File: config.mk
export PLATFORM = sky130hd
export DESIGN_NAME = step_pulse_gen
export DESIGN_NICKNAME = d
export VERILOG_FILES = /design/src/rtl/step_pulse_gen.sv
export SDC_FILE = /design/constraint.sdc
export NUM_CORES = 1
export LEC_CHECK = 0
export BUFFER_PORTS_ARGS = -buffer_cell sky130_fd_sc_hd__buf_2
export CORE_MARGIN = 2
export CORE_UTILIZATION = 40
export DETAILED_ROUTE_END_ITERATION = 8
export PLACE_DENSITY = 0.64
export SLEW_MARGIN = 20
export SYNTH_ARGS = -nofsm -noshare
export SYNTH_HDL_FRONTEND = slang
export SYNTH_SLANG_ARGS = --single-unit
File: constraint.sdc
create_clock -name clk -period 2.4 [get_ports clk]
set_clock_uncertainty 0.15 [all_clocks]
set_input_delay 0.36 -clock clk [delete_from_list [all_inputs] [get_ports clk]]
set_output_delay 0.36 -clock clk [all_outputs]
set_load 0.005 [all_outputs]
File: src/rtl/step_pulse_gen.sv
// ---------------------------------------------------------------------------
// step_pulse_gen
//   Turns a bouncing pushbutton (manual step) and a free-running auto-step
//   timer into a single-cycle step strobe for a datapath. It also counts the
//   strobes it issues.
//
// Ports
//   clk         system clock; all state changes on its rising edge
//   reset       asynchronous, active-low reset
//   btn_in      raw asynchronous pushbutton
//   run_en      asynchronous slide switch; 1 selects auto-step mode
//   rate_sel    auto period select: AUTO_DIV << rate_sel cycles
//   step_pulse  registered one-cycle step strobe
//   btn_level   registered debounced button level
//   step_count  number of strobes issued (wraps silently)
// ---------------------------------------------------------------------------
module step_pulse_gen #(
    parameter int DB_COUNT = 1000000,
    parameter int AUTO_DIV = 12500000
) (
    input  logic        clk,
    input  logic        reset,
    input  logic        btn_in,
    input  logic        run_en,
    input  logic [1:0]  rate_sel,
    output logic        step_pulse,
    output logic        btn_level,
    output logic [15:0] step_count
);

    localparam int DB_W   = (DB_COUNT > 1) ? $clog2(DB_COUNT) : 1;
    // The tick counter must cover the slowest period (8x).
    localparam int TICK_W = $clog2(AUTO_DIV * 8 + 1);

    typedef enum logic [1:0] {
        LOW    = 2'd0,
        ARM_HI = 2'd1,
        HIGH   = 2'd2,
        ARM_LO = 2'd3
    } db_state_e;

    // Two-flop synchronizers
    logic btn_meta_q, btn_sync_q;
    logic run_meta_q, run_sync_q;

    db_state_e         state_q, state_d;
    logic [DB_W-1:0]   db_cnt_q, db_cnt_d;
    logic              btn_level_q, btn_level_d;
    logic [TICK_W-1:0] tick_q, tick_d;
    logic [TICK_W-1:0] period_m1;
    logic              step_pulse_q, step_pulse_d;
    logic [15:0]       step_count_q, step_count_d;
    logic              manual_evt, auto_evt;

    // Debounce FSM next state
    always_comb begin
        state_d  = state_q;
        db_cnt_d = db_cnt_q;
        case (state_q)
            LOW: begin
                if (btn_sync_q) begin
                    state_d  = ARM_HI;
                    db_cnt_d = '0;
                end
            end
            ARM_HI: begin
                if (!btn_sync_q) begin
                    state_d  = LOW;
                    db_cnt_d = '0;
                end else if (db_cnt_q == DB_W'(DB_COUNT - 1)) begin
                    state_d  = HIGH;
                    db_cnt_d = '0;
                end else begin
                    db_cnt_d = db_cnt_q + DB_W'(1);
                end
            end
            HIGH: begin
                if (!btn_sync_q) begin
                    state_d  = ARM_LO;
                    db_cnt_d = '0;
                end
            end
            ARM_LO: begin
                if (btn_sync_q) begin
                    state_d  = HIGH;
                    db_cnt_d = '0;
                end else if (db_cnt_q == DB_W'(DB_COUNT - 1)) begin
                    state_d  = LOW;
                    db_cnt_d = '0;
                end else begin
                    db_cnt_d = db_cnt_q + DB_W'(1);
                end
            end
            default: begin
                state_d  = LOW;
                db_cnt_d = '0;
            end
        endcase
    end

    // The level is registered from the next state, so it tracks the FSM
    // without a cycle of lag. A press is the cycle that level is about to
    // rise. A release never makes an event.
    assign btn_level_d = (state_d == HIGH) || (state_d == ARM_LO);
    assign manual_evt  = btn_level_d && !btn_level_q;

    // Auto-step timer. The compare is ">=" so that a rate_sel change to a
    // shorter period fires at once instead of wrapping the counter.
    assign period_m1 = (TICK_W'(AUTO_DIV) << rate_sel) - TICK_W'(1);

    always_comb begin
        tick_d   = '0;
        auto_evt = 1'b0;
        if (run_sync_q) begin
            if (tick_q >= period_m1) begin
                auto_evt = 1'b1;
            end else begin
                tick_d = tick_q + TICK_W'(1);
            end
        end
    end

    // Coincident manual and auto events merge into one strobe.
    assign step_pulse_d = manual_evt || auto_evt;
    assign step_count_d = step_pulse_d ? step_count_q + 16'd1 : step_count_q;

    always_ff @(posedge clk or negedge reset) begin
        if (!reset) begin
            btn_meta_q   <= 1'b0;
            btn_sync_q   <= 1'b0;
            run_meta_q   <= 1'b0;
            run_sync_q   <= 1'b0;
            state_q      <= LOW;
            db_cnt_q     <= '0;
            btn_level_q  <= 1'b0;
            tick_q       <= '0;
            step_pulse_q <= 1'b0;
            step_count_q <= 16'h0000;
        end else begin
            btn_meta_q   <= btn_in;
            btn_sync_q   <= btn_meta_q;
            run_meta_q   <= run_en;
            run_sync_q   <= run_meta_q;
            state_q      <= state_d;
            db_cnt_q     <= db_cnt_d;
            btn_level_q  <= btn_level_d;
            tick_q       <= tick_d;
            step_pulse_q <= step_pulse_d;
            step_count_q <= step_count_d;
        end
    end

    assign step_pulse = step_pulse_q;
    assign btn_level  = btn_level_q;
    assign step_count = step_count_q;

endmodule
==> results.md <==
* Vias/cell at 5.368
* N_diodes at 0
* CP Max Fanout at 7
* Area Growth Syn to Fin at 31.89%
* Met1 Use GR at 24.72%
* P per Cell Area at 469.7 nW/µm²
* Max IR drop VDD at 0.0003446 V
* Yosys top cell area share at 43.59%
* Achievable Freq at 421.7 MHz
* Overall Global Routing Usage at 18.41%
* Seq/Total Area, Yosys at 43.59%
* # Max-Cap Violations at 0
* Combinational share of power at 7.3%
* Leading area contributor after synthesis: dfrtp_1
* Final Util at 54.75%
* Starting Density at 41.51%
* Die ar. at 11010 µm²
* Placed cell area at 4787 µm²
* Top cells by count, synth: 71 x dfrtp_1, 58 x nor2_1, 34 x nand2_1, 34 x o21ai_0, 28 x xnor2_1
* Total number of vias at 3543
* Psw at 641.3 µW
* # rows at 36
* Seq pwr share at 48.2%
* Clock slew at reported path FFs at 0.09 ns
* Antenna Violating Nets Remaining at 0
* Sw Ratio at 25.40%
* Rel. slew slack at 52.69%
* Synth Warn # at 0
* Pre-Repair DR Iteration Count at 4
* WP data required at 2.54 ns
* Worst EP arrival at 2.51 ns
* Slew Limit Fails at 0
* First-pass GRT wire length at 16350 µm
* Type of origin of the critical path: flip-flop
* Core footprint at 9819 µm²
* Synth top area cells: dfrtp_1 44%, ha_1 7.1%, xnor2_1 6.0%, nor2_1 5.3%, o21ai_0 4.2%
* Die Wd at 105.0 µm
* Synth Instances at 433
* # fillers at 899
* Wire per inst at 15.35 µm
* WHS at 0.2021 ns
* Longest Clk Path Bufs at 2
* Finished Cell Area at 5376 µm²
* Layout cells sized above 1 at 29.98%
* Drc violations at 0
* CTS HTree Levels at 3
* Clock sinks at 71
* Initial antenna violation count at 0
* Vias in the first global route at 3402
* Synth Flop Type: dfrtp_1
* Syn Std Cell Area at 4076 µm²
* Final WL at 10130 µm
* Status: completed
* GR Util met2 at 29.50%
* Syn avg cell area at 9.414 µm²
* Worst slew pin tran at 0.7089 ns
* CTS Buf Count at 9
* RSZ-0062 raised after global routing: true
* Crit end category: flip-flop
* Critical path cell sequence: ha_4 > a211oi_4 > nor4_4 > o31ai_2 > buf_4 > a31oi_4 > o211ai_1 > xnor2_1
* Die Ht at 105.0 µm
* Clock Power Share at 44.5%
* Root Driver: clkbuf_8
* Count leader, synth: dfrtp_1
* Critical path class: reg2reg
* Placer Congestion at 0.8194
* Clk Latency, worst-skew pair at 0.36 ns
* Grt met3 use at 3.431%
* Final period utilization at 98.80%
* Fin. Hold Viols at 0
* Largest net degree at the start of global routing at 72
* I/O pin count at 24
* HPWL Detailed at 6846 µm
* Total leakage power at 0.002389 µW
* Setup tns final at 0 ns
* Fin crit period at 2.371 ns
* Total congestion overflow at 0
* FF+latch count, synth at 71
* Number of synthesized flops with an enable pin at 0
* Asr flop ratio synth at 100.0%
* Slowest stage cell, crit path: dfrtp_1
* Layout Nets at 551
* Setup violators final at 0
* Initial DRC count at 213
* Cell Int Power at 1884 µW
* CTS tree: done
* Layer with the highest usage: met2
* Hold crit path type: reg2reg
* PortBufs at 23
* Synth unique cells at 57
* Worst path max stage delay at 0.42 ns
-- worst max-delay path, delay by kind of cell (launching register included) --
kind / cells / cell delay, ns
AOI/OAI and AO/OA: 4 / 1.07
xor gates and xnor gates: 1 / 0.14
adders and majority gates: 1 / 0.24
buffers and inverters: 1 / 0.19
DFF: 1 / 0.42
and+or+nand+nor: 1 / 0.09
-- flip-flops by register name, indices dropped and copies added (netlist names) --
register    count
step_count     16
btn_sync_q      1
tick_q         27
run_sync_q      1
state_q         2
btn_level       1
step_pulse      1
db_cnt_q       20
run_meta_q      1
btn_meta_q      1
-- per-stage QoR --
step	worst slack (ns)	instances	power (µW)
finish	0.02869	660	2525
detailed placement	-0.4082	631	1394
global route	-0.09563	660	2626
CTS	0.004178	652	2524
global placement	-0.2894	631	1388
floorplan	-0.09436	434	1319
-- power by group through the flow --
| stage | logic, µW | registers, µW | clock network, µW |
|---|---|---|---|
| 6_report | 185 | 1220 | 1120 |
| 5_1_grt | 207 | 1220 | 1200 |
| 4_1_cts | 162 | 1220 | 1150 |
| 3_5_place_dp | 153 | 1240 | 0 |
| 3_3_place_gp | 148 | 1240 | 0 |
| 2_1_floorplan | 79.6 | 1240 | 0 |
-- layout by cell type, fill, tap and decap left out, drive strengths merged, types with 6 or more instances in the layout --
cell and instances:
ha 23, nand2 34, nor2 59, dfrtp 71, a21oi 9, nand3 22
xor2 16, nand4 16, nor4 7, nor2b 7, inv 18, clkbuf 9
xnor2 28, buf 85, o21ai 34, and3 9, o31ai 8, and4 6
-- final timing paths --
kind                            cells past startpoint  slack, ns             to  startpoint
worst min-delay path                                0       0.20     btn_sync_q  btn_meta_q
min in group asynchronous                           3       0.41     tick_q[14]       reset
worst max register to register                      8       0.03  step_count[4]  tick_q[20]
max in group asynchronous                           3       1.37    db_cnt_q[8]       reset
worst min register to register                      0       0.20     btn_sync_q  btn_meta_q
worst max-delay path                                8       0.03  step_count[4]  tick_q[20]
-- layer usage --
metal  up-vias  wire length [µm]
met5         -                 0
met4         0                91
met3        11               267
met2        58              4985
met1      1750              4789
li1       1724                 -
-- area by class of cell --
class,instances,area (µm²),share of cell area (%)
Multi-Input combinational cell,336,2491,46.33
Inverter,16,60.06,1.117
Sequential cell,71,1778,33.07
Clock buffer,9,123.9,2.304
Clock inverter,7,105.1,1.955
Tap cell,133,166.4,3.095
Timing Repair Buffer,88,651.9,12.12
-- kinds of logic after synthesis --
kind of cell	after synthesis	synth area share, %
flip-flops	71	43.58
AO/OA/AOI/OAI	78	12.52
adder cells (fa/ha/maj)	23	7.060
buffers and inverters	27	2.762
XOR/XNOR	44	9.454
other	2	0.1842
AND/OR/NAND/NOR	185	23.60
multiplexers	3	0.8287
-- timing repair --
item                       in CTS  in global routing
buffers inserted                2                  8
hold buffers                    3                  0
hold endpoints to repair       73                  0
resized for setup               4                 48
setup endpoints to repair      14                 45
pin swaps                       6                 26
No activity file was read; power rests on OpenSTA's default activity.
